==> config.mk <==
export PLATFORM = sky130hd
export DESIGN_NAME = ptp_tsu_sc
export DESIGN_NICKNAME = d
export VERILOG_FILES = /design/src/rtl/ptp_tsu_sc.sv
export SDC_FILE = /design/constraint.sdc
export NUM_CORES = 1
export LEC_CHECK = 0
export CAP_MARGIN = 20
export CORE_MARGIN = 3
export CORE_UTILIZATION = 30
export DETAILED_ROUTE_END_ITERATION = 12
export PLACE_DENSITY = 0.56
export SLEW_MARGIN = 20
export SYNTH_ARGS = -nofsm -noshare
export SYNTH_HDL_FRONTEND = slang
export SYNTH_SLANG_ARGS = --single-unit
==> constraint.sdc <==
create_clock -name gmii_clk -period 8.36 [get_ports gmii_clk]
set_clock_uncertainty 0.1 [all_clocks]
set_input_delay 2.508 -clock gmii_clk [delete_from_list [all_inputs] [get_ports gmii_clk]]
set_output_delay 2.508 -clock gmii_clk [all_outputs]
set_load 0.05 [all_outputs]
==> src/rtl/ptp_tsu_sc.sv <==
// GMII RX PTP time-stamp unit: stamps SOP with RTC time, parses 1588 header, queues entries (VLAN via TSU_VLAN_EN).
// Latency: entry written one edge after RX_DV is sampled low; reads are show-ahead; full FIFO drops and counts.
module ptp_tsu_sc_fifo #(
  parameter int DW = 64,
  parameter int AW = 4
) (
  input  logic          gmii_clk,
  input  logic          rst,
  input  logic          wr_vld,
  input  logic [DW-1:0] wr_dat,
  output logic          wr_rdy,
  input  logic          rd_rdy,
  output logic          rd_vld,
  output logic [DW-1:0] rd_dat,
  output logic [AW:0]   level
);
  // Show-ahead FIFO; a write into a full FIFO is still taken when a pop happens on the same edge.
  localparam logic [AW:0] DEPTH = {1'b1, {AW{1'b0}}};

  logic [DW-1:0] mem [2**AW];
  logic [AW-1:0] wr_ptr, rd_ptr;
  logic          do_wr, do_rd;

  assign rd_vld = (level != '0);
  assign do_rd  = rd_rdy && rd_vld;
  assign wr_rdy = (level != DEPTH) || do_rd;
  assign do_wr  = wr_vld && wr_rdy;
  assign rd_dat = rd_vld ? mem[rd_ptr] : '0;

  always_ff @(posedge gmii_clk) begin
    if (rst) begin
      wr_ptr <= '0;
      rd_ptr <= '0;
      level  <= '0;
    end else begin
      if (do_wr) wr_ptr <= wr_ptr + AW'(1);
      if (do_rd) rd_ptr <= rd_ptr + AW'(1);
      if (do_wr && !do_rd)      level <= level + (AW+1)'(1);
      else if (do_rd && !do_wr) level <= level - (AW+1)'(1);
    end
  end

  always_ff @(posedge gmii_clk) begin
    if (do_wr) mem[wr_ptr] <= wr_dat;
  end
endmodule

module ptp_tsu_sc #(
  parameter int SEC_W             = 6,
  parameter int FIFO_AW           = 4,
  parameter int INGRESS_OFFSET_NS = 0
) (
  input  logic                gmii_clk,
  input  logic                rst,
  input  logic                gmii_ctrl,
  input  logic [7:0]          gmii_data,
  input  logic [SEC_W+29:0]   rtc_time_in,
  input  logic                q_rd_en,
  output logic                q_rd_valid,
  output logic [63:0]         q_rd_data,
  output logic [FIFO_AW:0]    q_level,
  output logic [15:0]         q_drop_cnt
);
  localparam int          TS_W       = SEC_W + 30;
  localparam logic [30:0] NS_PER_SEC = 31'd1_000_000_000;
  localparam logic [30:0] OFFSET_NS  = 31'(INGRESS_OFFSET_NS);

  typedef enum logic [2:0] {IDLE, PRE, HDR, SKIP, DONE} state_t;

  state_t           state, state_n;
  logic             int_ctrl, ctrl_d, armed, sop;
  logic [7:0]       int_data;
  logic [TS_W-1:0]  ts_raw, ts_corr;
  logic [30:0]      ns_sum;
  logic [29:0]      ns_wrap;
  logic [SEC_W-1:0] sec_raw, sec_inc;
  logic [5:0]       bcnt, bcnt_n, hoff;
  logic [7:0]       et_hi, et_hi_n;
  logic             vlan, vlan_n, et_ptp, et_vlan;
  logic [3:0]       msg_type, msg_type_n;
  logic [15:0]      seq_id, seq_id_n;
  logic             wr_en, wr_rdy;
  logic [63:0]      entry;

  // Input stage is left unreset so a frame still in flight through reset keeps int_ctrl high and stays disarmed.
  always_ff @(posedge gmii_clk) begin
    int_ctrl <= gmii_ctrl;
    int_data <= gmii_data;
    ctrl_d   <= int_ctrl;
  end

  always_ff @(posedge gmii_clk) begin
    if (rst)            armed <= 1'b0;
    else if (!int_ctrl) armed <= 1'b1;
  end

  assign sop = armed && int_ctrl && !ctrl_d;

  assign ns_sum  = {1'b0, ts_raw[29:0]} + OFFSET_NS;
  assign ns_wrap = 30'(ns_sum - NS_PER_SEC);
  assign sec_raw = ts_raw[TS_W-1:30];
  assign sec_inc = sec_raw + SEC_W'(1);

  always_ff @(posedge gmii_clk) begin
    if (rst) begin
      ts_raw  <= '0;
      ts_corr <= '0;
    end else begin
      if (state == IDLE && sop) ts_raw <= rtc_time_in;
      if (ns_sum >= NS_PER_SEC) ts_corr <= {sec_inc, ns_wrap};
      else                      ts_corr <= {sec_raw, ns_sum[29:0]};
    end
  end

  assign hoff   = vlan ? 6'd4 : 6'd0;
  assign et_ptp = ({et_hi, int_data} == 16'h88F7);
`ifdef TSU_VLAN_EN
  assign et_vlan = ({et_hi, int_data} == 16'h8100) && !vlan;
`else
  assign et_vlan = 1'b0;
`endif

  always_comb begin
    state_n    = state;
    bcnt_n     = bcnt;
    et_hi_n    = et_hi;
    vlan_n     = vlan;
    msg_type_n = msg_type;
    seq_id_n   = seq_id;
    wr_en      = 1'b0;
    case (state)
      IDLE: if (sop) state_n = PRE;
      PRE: begin
        if (!int_ctrl) state_n = IDLE;
        else if (int_data == 8'hD5) begin
          state_n = HDR;
          bcnt_n  = 6'd0;
          vlan_n  = 1'b0;
        end else if (int_data != 8'h55) state_n = SKIP;
      end
      HDR: begin
        if (!int_ctrl) state_n = IDLE;
        else begin
          bcnt_n = (bcnt == 6'h3F) ? bcnt : bcnt + 6'd1;
          if (bcnt == 6'd12 + hoff) et_hi_n = int_data;
          if (bcnt == 6'd13 + hoff && !et_ptp) begin
            if (et_vlan) vlan_n = 1'b1;
            else         state_n = SKIP;
          end
          if (bcnt == 6'd14 + hoff) msg_type_n = int_data[3:0];
          if (bcnt == 6'd44 + hoff) seq_id_n[15:8] = int_data;
          if (bcnt == 6'd45 + hoff) begin
            seq_id_n[7:0] = int_data;
            state_n       = DONE;
          end
        end
      end
      SKIP: if (!int_ctrl) state_n = IDLE;
      DONE: if (!int_ctrl) begin
        wr_en   = 1'b1;
        state_n = IDLE;
      end
      default: state_n = IDLE;
    endcase
  end

  always_ff @(posedge gmii_clk) begin
    if (rst) begin
      state    <= IDLE;
      bcnt     <= '0;
      et_hi    <= '0;
      vlan     <= 1'b0;
      msg_type <= '0;
      seq_id   <= '0;
    end else begin
      state    <= state_n;
      bcnt     <= bcnt_n;
      et_hi    <= et_hi_n;
      vlan     <= vlan_n;
      msg_type <= msg_type_n;
      seq_id   <= seq_id_n;
    end
  end

  always_comb begin
    entry              = '0;
    entry[63:48]       = seq_id;
    entry[47:44]       = msg_type;
    entry[TS_W-1:0]    = ts_corr;
  end

  ptp_tsu_sc_fifo #(.DW(64), .AW(FIFO_AW)) u_fifo (
    .gmii_clk (gmii_clk),
    .rst      (rst),
    .wr_vld   (wr_en),
    .wr_dat   (entry),
    .wr_rdy   (wr_rdy),
    .rd_rdy   (q_rd_en),
    .rd_vld   (q_rd_valid),
    .rd_dat   (q_rd_data),
    .level    (q_level)
  );

  always_ff @(posedge gmii_clk) begin
    if (rst) q_drop_cnt <= '0;
    else if (wr_en && !wr_rdy && q_drop_cnt != 16'hFFFF) q_drop_cnt <= q_drop_cnt + 16'd1;
  end
endmodule
-- Word-level counts from Yosys, hierarchy flattened
Memories as Yosys holds them, arrays and structs flattened. A register that Yosys moved wholly into a read port is not among the register bits.
Index checks and enable logic that the tools add are counted.
W data, S select, Z words.
- register bits after elaboration: 149
- latch bits: 0
- bits in writable memories: 896
- ROM bits: 0
- input bits: 48
- output and inout bits: 86
- logic and storage cells: 100
- memories: 1
- memories (memory ; words ; bits a word ; read ports ; clocked after memory_dff ; write ports ; line ; RTL):
    u_fifo.mem ; 16 ; 56 ; 1 ; 1 ; 1 ; 20 ; logic [DW-1:0] mem [2**AW];
- add/subtract/negate cells: 8
- multipliers: 0
- div/mod/pow operators: 0
- $lt $le $gt $ge: 1
- eq/ne operators: 23
- shifts and indexed selects: 0
- muxes and demuxes: 24
- bitwise operators: 0
- reductions and logical operators: 27
- operators by type and width (cell ; number):
    $mux W64 ; 1
    $mux W36 ; 1
    $ge A30 B30 Y1 const B ; 1
    $sub A30 B30 Y30 const B ; 1
    $mux W3 ; 8
    $mux W6 ; 4
    $eq A6 B4 Y1 const B ; 3
    $eq A6 B6 Y1 const B ; 3
    $add A16 B1 Y16 const B ; 1
    $eq A16 B16 Y1 const B ; 1
    $ne A16 B16 Y1 const B ; 1
    $add A6 B1 Y6 const B ; 2
    $ne A2 B2 Y1 const B ; 6
    $pmux W3 S4 ; 1
    $pmux W6 S2 ; 1
    $reduce_and A3 Y1 ; 4
    $logic_and A1 B1 Y1 ; 10
    $mux W5 ; 2
    $add A4 B1 Y4 const B ; 2
    $eq A8 B8 Y1 const B ; 1
    $mux W4 ; 2
    $ne A4 B4 Y1 const B ; 2
    $ne A8 B7 Y1 const B ; 1
    $eq A3 B2 Y1 const B ; 2
    14 further kinds ; 22

-- Logic depth before layout (Yosys ltp)
Gate-level depths: netlist of run 1.
- depth after elaboration: 8
- mapped depth: 11
- gate-level depth less buffers: 11

-- Cells and area by module
A second synthesis of run 1 with hierarchy kept.
- cell total of the unflattened synthesis: 2315
- area total of the unflattened synthesis: 45232.1 sq um
- modules (own cells, without submodules) (module ; instances ; cells each ; area each (sq um) ; seq. area each (sq um)):
    ptp_tsu_sc_fifo ; 1 ; 1678 ; 39690.6 ; 31089.8
    ptp_tsu_sc ; 1 ; 637 ; 5541.6 ; 2722.6

-- Worst setup path after synthesis of run 1
Ideal clock, no wire load.
- path type: input to register
- start point: in q_rd_en
- end point: mem u_fifo.mem[3][0] (netlist name) (enable)
- setup time: 538 ps
- arrival: 7109 ps
- required time: 7722 ps
- slack: 613 ps
- stages: 4
- buffers on the path: 0
- path through: inv_1 > a31oi_1 > nand2_1 > nor3_1
- word-level cells in the longest chain between the ends: 5
- ends and longest elaborated chain (element ; line ; RTL):
    start: declaration ; 58 ; input logic q_rd_en,
    $logic_and A1 B1 Y1 ; 25 ; assign do_rd = rd_rdy && rd_vld;
    $logic_or A1 B1 Y1 ; 26 ; assign wr_rdy = (level != DEPTH) || do_rd;
    $logic_and A1 B1 Y1 ; 27 ; assign do_wr = wr_vld && wr_rdy;
    via u_fifo.do_wr ; 22 ; logic do_wr, do_rd;
    $mux W1 ; 44 ; if (do_wr) mem[wr_ptr] <= wr_dat;
    $mux W1 (implied by the code) ; 44 ;
    end: declaration ; 20 ;
The timed path passes the listed nets, and every way through them passes these cells.

==> results of run 1 <==
-- registers in the layout, indices dropped and copies added, names as in the netlist, named ones only --
signal         cells
u_fifo.mem       896
state              3
seq_id            16
u_fifo.level       5
bcnt               6
armed              1
ts_corr           36
u_fifo.wr_ptr      4
u_fifo.rd_ptr      4
int_ctrl           1
ctrl_d             1
et_hi              8
ts_raw            36
q_drop_cnt        16
msg_type           4
int_data           8
-- final timing paths --
kind,from,cells after the start,endpoint
min reg2reg,armed,2,armed
max,register,5,q_rd_data[62]
max reg2reg,state[0],5,u_fifo.mem[14][14]
min,armed,2,armed
-- layout make-up --
class	instances	area [sq um]	share of cell area (%)
multi-input combinational	892	9990	21.1
antenna	2	5.00	0.0106
clock buffer	148	2980	6.30
sequential	1049	30000	63.4
timing repair buffer	175	1700	3.59
clock inverter	46	413	0.873
inverter	15	56.3	0.119
tap	1755	2200	4.64
-- layout by cell type (no fill, tap or decap), types with 6 or more instances in the layout --
cell type and n:
nor3b_1 9, conb_1 8, clkbuf_1 27, mux2i_1 18, clkbuf_8 13, xor2_1 11
buf_12 6, xnor2_1 16, ha_1 16, nor3_1 10, or3_1 8, clkdlybuf4s50_1 124
nand2b_1 8, inv_1 15, clkinv_1 10, nor2_4 12, nor2_1 73, buf_4 45
a21oi_1 81, nand2_1 120, dfxtp_1 149, nand4_1 7, o21ai_0 18, mux2_2 7
edfxtp_1 896, and2_1 58, a31oi_1 6, clkbuf_16 108, nand3_1 31, clkinv_2 16
nor2b_1 22, mux4_2 280, nor4_1 6
-- routing by layer --
layer	vias to the layer above	GRT usage (%)	wire [um]
met4	6	4.90	2840
met3	170	2.63	6050
li1	8641	-	-
met5	-	0	48
met1	10800	19.5	43700
met2	632	22.7	48300
-- through the flow --
stage	power (mW)	hold WS, ns
floorplan	7.92	0.308
global placement	8.87	0.336
detailed placement	8.89	0.336
CTS	13.5	0.346
global route	13.8	0.364
finish	13.3	0.345
-- logic make-up (layout without fill, tap and decap cells) --
kind of cell | after synthesis | after routing | synth area share [%]
mux | 305 | 305 | 16.3
other cells | 1 | 10 | 0.00930
simple gates | 403 | 403 | 5.06
flops | 1049 | 1049 | 74.3
xor+xnor | 27 | 27 | 0.586
buf+inv | 130 | 384 | 1.33
fa+ha+maj | 17 | 17 | 0.546
compound gates | 132 | 132 | 1.91
-- critical path, stage by stage, from the launching register on --
cell             delay, ns
dfxtp_4               1.10
buf_12                0.47
mux4_2                0.38
mux4_2                0.56
and2_1                0.25
clkdlybuf4s50_1       0.73
-- power groups by stage --
stage / Clock, mW / Combinational, mW / Sequential (mW)
after detailed placement: 0 / 2.98 / 5.91
after global placement: 0 / 2.97 / 5.90
after CTS: 4.72 / 3.01 / 5.80
final: 4.61 / 2.91 / 5.79
after floorplan: 0 / 2.09 / 5.83
after global routing: 4.91 / 3.10 / 5.81
==> results.json, run 1 <==
{
  "start_util_pct": 30.5,
  "dpl.cell_count": 3886,
  "critical_path.startpoint_type": "register",
  "synth.top_cell.area_share_pct": 66.7,
  "worstPathArrival_ns": 4.22,
  "yosysMostFrequentCell": "edfxtp_1",
  "place_ws_ns": 2.06,
  "chipHeight_um": 373,
  "p_per_area_nw_per_um2": 281,
  "remaining_drc_errors": 0,
  "comb_power_share_pct": 21.9,
  "syn_area_sq_um": 40300,
  "path_max_fanout": 70,
  "max_freq_mhz": 146,
  "synth-edff-count": 896,
  "cp_data_required_time_ns": 5.75,
  "die-width_um": 373,
  "setup_viol": 0,
  "synth_largest_area_cell": "edfxtp_1",
  "hold_violations": 0,
  "stdcell_area_sq_um": 47300,
  "cts_buffers": 104,
  "p_sw_mw": 3.76,
  "hold_buffers": 0,
  "design.die.area_sq_um": 139000,
  "layout.nets": 2302,
  "synthTopCellsByCount": "edfxtp_1 (896), mux4_2 (280), dfxtp_1 (153), nand2_1 (121), nor2_1 (85)",
  "tightest_slew_ns": 1.14,
  "hold_class": "register to register",
  "min_period_ns": 6.83,
  "avgSynthCellArea_sq_um": 19.5,
  "clkSinkCount": 1049,
  "htree_levels": 3,
  "fillers": 12300,
  "postCtsSetupRepairBufs": 0,
  "cts_tree": "built",
  "reg2reg_slack_ns": 4.26,
  "grt_antenna_before_repair": 11,
  "leakage_nw": 14.6,
  "clk_latency_ns": 0.68,
  "maxCapViolations": 0,
  "num_rows": 133,
  "fin_crit_sh_pct": 81.7,
  "synthFlopType": "edfxtp_1",
  "drive_above_1_share_pct": 22.7,
  "port_buffers": 125,
  "avgViaCountPerCell": 4.97,
  "path_clk_slew_ns": 0.06,
  "postPlaceCellArea_sq_um": 43900,
  "gp_congestion": 0.765,
  "timing.setup.tns_ns": 0,
  "cts-root-buf": "clkbuf_16",
  "p_int_mw": 9.56,
  "wire_per_inst_um": 24.7,
  "status": "completed",
  "dr.first_iter.drc_count": 1956,
  "core-area_sq_um": 132000,
  "yosysWarnings": 0,
  "grt_first_pass_wirelength_um": 147000,
  "ir_worst_vdd_v": 0.000219,
  "cts_resized": 0,
  "finalNonFillerCells": 4082,
  "crit_path_end_kind": "output pin",
  "async_flop_share_pct": 0,
  "finalMaxSlewViolations": 0,
  "rsz0062_at_grt": "no",
  "ys_seq_elements": 1049,
  "p_clk_share_pct": 34.6,
  "crit_type": "register to output pin",
  "wl_um": 101000,
  "seqPwrFrac_pct": 43.5,
  "synthCells": 2064,
  "dp_hpwl_um": 55300,
  "cts_buffer_depth": 3,
  "overflow": 0,
  "num_vias": 20300,
  "ys_types": 60,
  "first_global_vias": 21400,
  "worst_slack_ns": 1.53,
  "drtAntennaViolNets": 0,
  "syn2layout_area_growth_pct": 17.3,
  "ios": 134,
  "post-route-util_pct": 35.7,
  "grt_max_degree": 71,
  "seq_area_frac_synth_pct": 74.3,
  "grt_usage_pct": 14.2,
  "drtPass1Iterations": 5,
  "maxSlewHeadroom_pct": 23.5,
  "p_sw_share_pct": 28.2,
  "synthTopCellsByArea": "edfxtp_1 (67%), mux4_2 (16%), dfxtp_1 (7.6%)"
}
Power figures use the tool's default switching activity.
==> run 2: changes to the inputs <==
==> constraint.sdc (replaced) <==
create_clock -name gmii_clk -period 6.88 [get_ports gmii_clk]
set_clock_uncertainty 0.1 [all_clocks]
set_input_delay 2.064 -clock gmii_clk [delete_from_list [all_inputs] [get_ports gmii_clk]]
set_output_delay 2.064 -clock gmii_clk [all_outputs]
set_load 0.05 [all_outputs]
==> run 2 against run 1 <==
  * Non-clock buffer count rose by 1
  * First-iteration DRC count is 3.8% lower
  * Die area unchanged
  * Utilization grew 0.26 points
  * Largest cell class unchanged
  * Sequential power rose by 21%
  * Via count shrank 1.2%
  * Largest power group unchanged
  * Critical path depth is the same
  * Cell count grew 0.47%
  * Total power increased by 23%
==> results.json, run 2 (synthesis results as in run 1) <==
{
  "avgViaCountPerCell": 4.89,
  "layout.nets": 2309,
  "first_global_vias": 21000,
  "overflow": 0,
  "design.die.area_sq_um": 139000,
  "drive_above_1_share_pct": 22.8,
  "cts_buffers": 110,
  "multiInputGateArea_sq_um": 10000,
  "finalPower_mw": 16.4,
  "wl_um": 99900,
  "postCtsSetupRepairBufs": 0,
  "p_per_area_nw_per_um2": 344,
  "gp_congestion": 0.756,
  "finalMaxSlewViolations": 0,
  "clk_latency_ns": 0.72,
  "ff_latch_area_sq_um": 30000,
  "min_period_ns": 6.10,
  "r2r_cells": 12,
  "reg_top3": "u_fifo.mem (896), ts_corr (36), ts_raw (36)",
  "grt_first_pass_wirelength_um": 145000,
  "cp_data_required_time_ns": 4.72,
  "path_clk_slew_ns": 0.06,
  "tightest_slew_ns": 0.932,
  "core-area_sq_um": 132000,
  "comb_power_share_pct": 22.0,
  "cts_buffer_depth": 3,
  "setup_viol": 0,
  "htree_levels": 3,
  "hp-start": "armed",
  "fillers": 12300,
  "layout_common_cells": "edfxtp_1 (896), mux4_2 (280), dfxtp_1 (149), clkdlybuf4s50_1 (124), nand2_1 (120)",
  "wire_per_inst_um": 24.4,
  "critical_path.startpoint_type": "register",
  "die-width_um": 373,
  "worstPathArrival_ns": 3.93,
  "grt_max_degree": 152,
  "num_vias": 20100,
  "grt_usage_pct": 14.1,
  "largest-register": "u_fifo.mem",
  "hold_class": "register to register",
  "timing.setup.tns_ns": 0,
  "r2r_start": "u_fifo.level[0]",
  "drtPass1Iterations": 5,
  "port_buffers": 125,
  "p_int_mw": 11.7,
  "dpl.cell_count": 3887,
  "post-route-util_pct": 36.0,
  "clkSinkCount": 1049,
  "remaining_drc_errors": 0,
  "seqPwrFrac_pct": 42.8,
  "p_sw_mw": 4.69,
  "fin_crit_sh_pct": 88.6,
  "chipHeight_um": 373,
  "hold_buffers": 0,
  "reg2reg_slack_ns": 2.72,
  "path_max_fanout": 56,
  "final_common_cell": "edfxtp_1",
  "p_sw_share_pct": 28.6,
  "crit_path_end_kind": "output pin",
  "maxCapViolations": 0,
  "status": "completed",
  "p_clk_share_pct": 35.2,
  "hold_violations": 0,
  "r2r_end": "u_fifo.level[4]",
  "postPlaceCellArea_sq_um": 44100,
  "cts_tree": "built",
  "cts-root-buf": "clkbuf_16",
  "grt_antenna_before_repair": 12,
  "worst_slack_ns": 0.784,
  "num_rows": 133,
  "leakage_nw": 14.7,
  "stdcell_area_sq_um": 47700,
  "cts_resized": 0,
  "dp_hpwl_um": 54300,
  "finalNonFillerCells": 4101,
  "syn2layout_area_growth_pct": 18.2,
  "ir_worst_vdd_v": 0.000196,
  "rsz0062_at_grt": "no",
  "maxSlewHeadroom_pct": 37.9,
  "start_util_pct": 30.5,
  "holdPathEnd": "armed",
  "crit_type": "register to output pin",
  "place_ws_ns": 1.45,
  "largest_reg_flops": 896,
  "ios": 134,
  "whs_ns": 0.348,
  "drtAntennaViolNets": 0,
  "dr.first_iter.drc_count": 1882,
  "whs_path_depth": 2,
  "max_freq_mhz": 164
}
## run 2: cell count changes in the layout (fill, tap and decap cells not counted), sizes merged
cell / delta
buf: +1
bufinv: +2
clkbuf: -8
clkinv: +25
clkinvlp: -2
diode: +3
inv: -2
## run 2: critical path: stages, from the launching register on
cell and delay (ns):
dfxtp_4 0.70, buf_12 0.44, mux4_2 0.56, mux4_2 0.48, and2_1 0.21, clkdlybuf4s50_1 0.72
## run 2: per-layer routing
layer	routed length [um]	up-vias	track usage (%)
li1	-	8673	-
met1	42600	10600	18.9
met2	48700	608	23.2
met3	6540	133	3.00
met4	2110	2	4.32
met5	13	-	0
## run 2: layout make-up
type / count / share of cell area [%]
Multi-Input combinational cell: 892 / 21.0
Timing Repair Buffer: 176 / 3.92
Clock inverter: 69 / 1.34
Sequential cell: 1049 / 62.9
Clock buffer: 140 / 6.09
Tap cell: 1755 / 4.61
Antenna cell: 5 / 0.0262
Inverter: 15 / 0.118
## run 2: worst max path at each step
stage	startpoint	endpoint	slack [ns]
6_report	register	q_rd_data[34]	0.78
5_1_grt	register	q_rd_data[2]	0.58
4_1_cts	register	q_rd_data[34]	0.65
3_5_place_dp	register	q_rd_data[34]	1.45
3_3_place_gp	register	q_rd_data[32]	1.46
2_1_floorplan	q_rd_en	u_fifo.mem[7][0]	1.08
## run 2: power groups by stage
stage | clock network, mW | registers (mW) | logic (mW)
detailed placement | 0 | 7.15 | 3.69
global placement | 0 | 7.14 | 3.67
finish | 5.77 | 7.01 | 3.61
floorplan | 0 | 7.08 | 2.55
CTS | 5.93 | 7.01 | 3.70
global route | 6.17 | 7.02 | 3.82
==> run 3: changes to the inputs <==
--- a/config.mk
+++ b/config.mk
@@ -10,7 +10,6 @@
 export CORE_UTILIZATION = 30
 export DETAILED_ROUTE_END_ITERATION = 12
 export PLACE_DENSITY = 0.56
-export SLEW_MARGIN = 20
 export SYNTH_ARGS = -nofsm -noshare
 export SYNTH_HDL_FRONTEND = slang
 export SYNTH_SLANG_ARGS = --single-unit
==> constraint.sdc (replaced) <==
create_clock -name gmii_clk -period 6.5 [get_ports gmii_clk]
set_clock_uncertainty 0.1 [all_clocks]
set_input_delay 1.95 -clock gmii_clk [delete_from_list [all_inputs] [get_ports gmii_clk]]
set_output_delay 1.95 -clock gmii_clk [all_outputs]
set_load 0.05 [all_outputs]
==> run 3 against run 2 <==
  * First-iteration DRC count fell by 11%
  * Routed wire length up 0.54%
  * Design area is essentially flat
  * Clock power increased by 7.3%
  * Cell count is 0.15% lower
==> results.json, run 3 (synthesis results as in run 1) <==
{
  "status": "completed",
  "grt_first_pass_wirelength_um": 146000,
  "top_usage_layer": "met2",
  "dr.first_iter.drc_count": 1681,
  "worstPathArrival_ns": 3.85,
  "path_max_fanout": 32,
  "chipHeight_um": 373,
  "first_global_vias": 21100,
  "hold_buffers": 0,
  "cts_buffers": 107,
  "finalMaxSlewViolations": 0,
  "syn2layout_area_growth_pct": 18.2,
  "wire_per_inst_um": 24.5,
  "r2r_end": "u_fifo.level[4]",
  "die-width_um": 373,
  "grt_antenna_before_repair": 10,
  "rsz0062_at_grt": "no",
  "final_common_cell": "edfxtp_1",
  "crit_type": "register to output pin",
  "clkSinkCount": 1049,
  "grt_usage_pct": 14.2,
  "hold_violations": 0,
  "cts_buffer_depth": 3,
  "start_util_pct": 30.5,
  "leakage_nw": 14.7,
  "cts-root-buf": "clkbuf_16",
  "fillers": 12300,
  "path_clk_slew_ns": 0.06,
  "max_freq_mhz": 170,
  "htree_levels": 3,
  "core-area_sq_um": 132000,
  "wl_um": 100000,
  "crit_path_end_kind": "output pin",
  "overflow": 0,
  "cp_data_required_time_ns": 4.45,
  "layout.nets": 2310,
  "port_buffers": 125,
  "design.die.area_sq_um": 139000,
  "largest-register": "u_fifo.mem",
  "drtAntennaViolNets": 0,
  "cts_tree": "built",
  "holdPathEnd": "armed",
  "fin_crit_sh_pct": 90.7,
  "timing.setup.tns_ns": 0,
  "p_per_area_nw_per_um2": 366,
  "num_rows": 133,
  "reg2reg_slack_ns": 2.63,
  "grt_util_met1_pct": 18.9,
  "ios": 134,
  "clk_latency_ns": 0.69,
  "dp_hpwl_um": 56600,
  "cts_resized": 0,
  "layout_common_cells": "edfxtp_1 (896), mux4_2 (280), dfxtp_1 (149), clkdlybuf4s50_1 (124), nand2_1 (120)",
  "met2_usage_pct": 23.3,
  "grt_use_met3_pct": 3.00,
  "remaining_drc_errors": 0,
  "setup_viol": 0,
  "postCtsSetupRepairBufs": 0,
  "tightest_slew_ns": 0.996,
  "maxCapViolations": 0,
  "whs_path_depth": 2,
  "num_vias": 20200,
  "hp-start": "armed",
  "avgViaCountPerCell": 4.92,
  "reg_top3": "u_fifo.mem (896), ts_corr (36), ts_raw (36)",
  "largest_reg_flops": 896,
  "min_period_ns": 5.90,
  "drtPass1Iterations": 5,
  "hold_class": "register to register",
  "r2r_cells": 11,
  "gp_congestion": 0.750,
  "post-route-util_pct": 36.0,
  "ir_worst_vdd_v": 0.000212,
  "grt_max_degree": 85,
  "drive_above_1_share_pct": 23.1,
  "critical_path.startpoint_type": "register",
  "maxSlewHeadroom_pct": 33.0,
  "r2r_start": "u_fifo.level[0]"
}
[run 3: cell types whose count changed in the layout (fill, tap and decap cells not counted), sizes merged]
| cell | delta |
|---|---|
| bufinv | +4 |
| clkinv | -6 |
| clkbuf | -7 |
| buf | +3 |
| inv | -3 |
| clkinvlp | +2 |
| diode | +1 |
[run 3: power by group]
| group | internal [mW] | leakage, nW | switching (mW) |
|---|---|---|---|
| Sequential | 7.27 | 9.60 | 0.125 |
| Combinational | 1.64 | 3.37 | 2.21 |
| Clock | 3.58 | 1.76 | 2.61 |
| Total | 12.5 | 14.7 | 4.94 |
[run 3: cell type report]
type	instances	area [sq um]	area share, %
Timing Repair Buffer	180	1850	3.87
Clock inverter	66	738	1.55
Tap cell	1755	2200	4.60
Clock buffer	132	2850	5.98
Inverter	15	56.3	0.118
Multi-Input combinational cell	892	10000	21.0
Sequential cell	1049	30000	62.9
Antenna cell	6	15.0	0.0315
[run 3: layer usage]
layer	routed length, um	vias to the layer above
li1	-	8673
met1	43000	10700
met2	49000	608
met3	6210	140
met4	2260	2
met5	13	-
[run 3: how the worst max path moves through the flow]
stage | slack (ns) | endpoint | cells after the start | startpoint
2_1_floorplan | 0.81 | u_fifo.mem[7][0] | 4 | q_rd_en
3_3_place_gp | 1.01 | u_fifo.mem[10][19] | 6 | q_rd_en
3_5_place_dp | 1.11 | u_fifo.mem[10][23] | 6 | q_rd_en
4_1_cts | 0.45 | q_rd_data[33] | 5 | register
5_1_grt | 0.36 | q_rd_data[35] | 5 | register
6_report | 0.60 | q_rd_data[35] | 5 | register
[run 3: worst max-delay path, cell delays in order, from the launching register on]
cell,delay (ns)
dfxtp_4,0.55
buf_4,0.60
mux4_2,0.58
mux4_2,0.47
and2_1,0.17
clkdlybuf4s50_1,0.79
[run 3: through the flow]
step	std cells	hold slack (ns)	worst slack [ns]	power, mW	instance area [sq um]
final	4095	0.347	0.603	17.4	47700
after global routing	4089	0.366	0.359	18.1	47700
after CTS	4088	0.348	0.455	17.7	47700
after detailed placement	3890	0.339	1.11	11.5	44100
after global placement	3890	0.334	1.01	11.4	44100
after floorplan	2071	0.308	0.811	10.2	40400
==> RTL edit, RTL diff (settings of run 3) <==
The parameter `FIFO_AW` goes from 4 to 3.
--- a/src/rtl/ptp_tsu_sc.sv
+++ b/src/rtl/ptp_tsu_sc.sv
@@ -49,3 +49,3 @@
   parameter int SEC_W             = 6,
-  parameter int FIFO_AW           = 4,
+  parameter int FIFO_AW           = 3,
   parameter int INGRESS_OFFSET_NS = 0
Interface: changed (resized q_level); port bits go from 134 to 133. No check against the original RTL was run, so the function may have changed too.
==> RTL edit against run 3 <==
- non-clock buffer count is 33 lower
- via count down 38%
- die area decreased by 42%
- synthesized area down 43%
- fmax increased by 7.7%
- sequential cell count is 452 lower
- worst setup slack improved by 420 ps
- routed wire length decreased by 46%
- final area shrank 42%
- register-to-register slack improved by 460 ps
- total power shrank 40%
- critical path type unchanged
==> RTL edit: results (changes against run 3) <==
stage,metric,value,unit,change
status,status,completed,,
drt,WL/cell,20.21,um,-18%
worst_setup_path,R2R Setup Slk,3090,ps,+460 ps
layout,Fill cells,7131,,-42%
synth,post-synthesis xor/xnor area fraction,1.368,%,+0.78 points
worst_setup_path,crit-path max cell delay,750,ps,-40 ps
global_route,met3 usage,3.400,%,+0.40 points
synth,ranking of synthesized cells by area,"edfxtp_1 58%, dfxtp_1 13%, mux4_2 11%, mux2i_1 2.5%, nand2_1 2.5%",,
synth,Post-Synth Adder-Cell Area,0.7385,%,+0.19 points
global_route,M1 GR Usage,17.79,%,-1.1 points
worst_setup_path,Reg-to-Reg Start,ts_raw[24]$_SDFFE_PP0P_,,
synth,Synth Instances,1447,,-30%
power_and_ir_drop,leak pwr,0.008682,uW,-41%
power_and_ir_drop,Seq. pwr,4240,uW,-43%
placed_design,GPL Wtd Cong,0.7275,,-3.0%
synth,synth unique cells,58,,-3.3%
power_and_ir_drop,Peak supply drop,305.2,uV,+44%
placed_design,post-DP HPWL,30.27,mm,-46%
power_and_ir_drop,Combinational Power,2620,uW,-32%
timing,fmax,182.7,MHz,+7.7%
timing,Max-Slew Margin vs Limit,32.02,%,-0.95 points
global_route,largest net degree at the start of global routing,60,,-29%
global_route,number of global-route vias before repair,13105,,-38%
synth,synth cell count leaders,"448 x edfxtp_1, 154 x nand2_1, 149 x dfxtp_1, 116 x nor2_1, 112 x mux4_2",,
placed_design,area post-placement,0.02561,mm2,-42%
placed_design,Inst Count DP,2538,,-35%
drt,routed wl met2,25.44,mm,-48%
layout,post-layout net count,1649,,-29%
global_route,initial antenna violation count,12,,+2
global_route,All-Layer GR Usage,13.36,%,-0.80 points
worst_setup_path,R2R cell count,6,,-5
placed_design,pre-CTS worst setup slack,1521,ps,+406.7 ps
power_and_ir_drop,P_sw,3276,uW,-34%
global_route,global-route wire length before repair,82.16,mm,-44%
synth,YS warnings,0,,unchanged
worst_setup_path,CP Data Arrival Time,3420,ps,-430 ps
layout,layout cell share with drive strength beyond 1,15.40,%,-7.7 points
synth,Post-synth EDFFs,448,,-50%
placed_design,port bufs,124,,-0.80%
drt,initial DRC count,1018,,-39%
clock_tree,worst skew pair latency,590,ps,-100 ps
synth,share of the yosys chip area belonging to registers,71.33,%,-3.0 points
layout,"non-filler cells, final",2669,,-35%
synth,post-synthesis compound-gate area fraction,3.318,%,+1.4 points
synth,portion of netlist area occupied by mux cells,13.52,%,-2.8 points
power_and_ir_drop,power consumption,10430,uW,-40%
worst_setup_path,crit path capture,q_rd_data[26],,
layout,top flop regs,"u_fifo.mem: 448 flops, ts_corr: 36 flops, ts_raw: 36 flops",,
drt,met3 wire len,3.011,mm,-51%
timing,Hold WS,345.7,ps,-1.260 ps
global_route,met2 GRT Util,21.50,%,-1.8 points
-- RTL edit: changes by cell type after synthesis, sizes merged, moves of 17 or more --
cell	change
nor2	+31
nand2	+33
edfxtp	-448
mux4	-168
clkbuf	-32
mux2i	+40
a21oi	+17
and2	-53
-- RTL edit: cell families (layout without fill, tap and decap cells) --
group / count (synthesis) / after routing
xor+xnor: 36 / 36
compound gates: 138 / 138
flops: 597 / 597
buf+inv: 94 / 283
mux: 171 / 171
simple gates: 397 / 397
other cells: 1 / 14
fa+ha+maj: 13 / 13
-- RTL edit: area by class of cell --
class	count	area (um2)	share of cell area (%)
diodes	6	15.01	0.05420
clock buffers	101	1929	6.965
clock inverters	24	150.1	0.5420
inverters	11	41.29	0.1491
multi-input cells	763	6306	22.76
flip-flops and latches	597	16450	59.37
well taps	1020	1276	4.607
repair buffers	147	1536	5.547
-- RTL edit: worst min-delay path, cell delays in order (launching register included) --
cell     delay (ps)
dfxtp_1         310
inv_1            50
a21oi_1          50
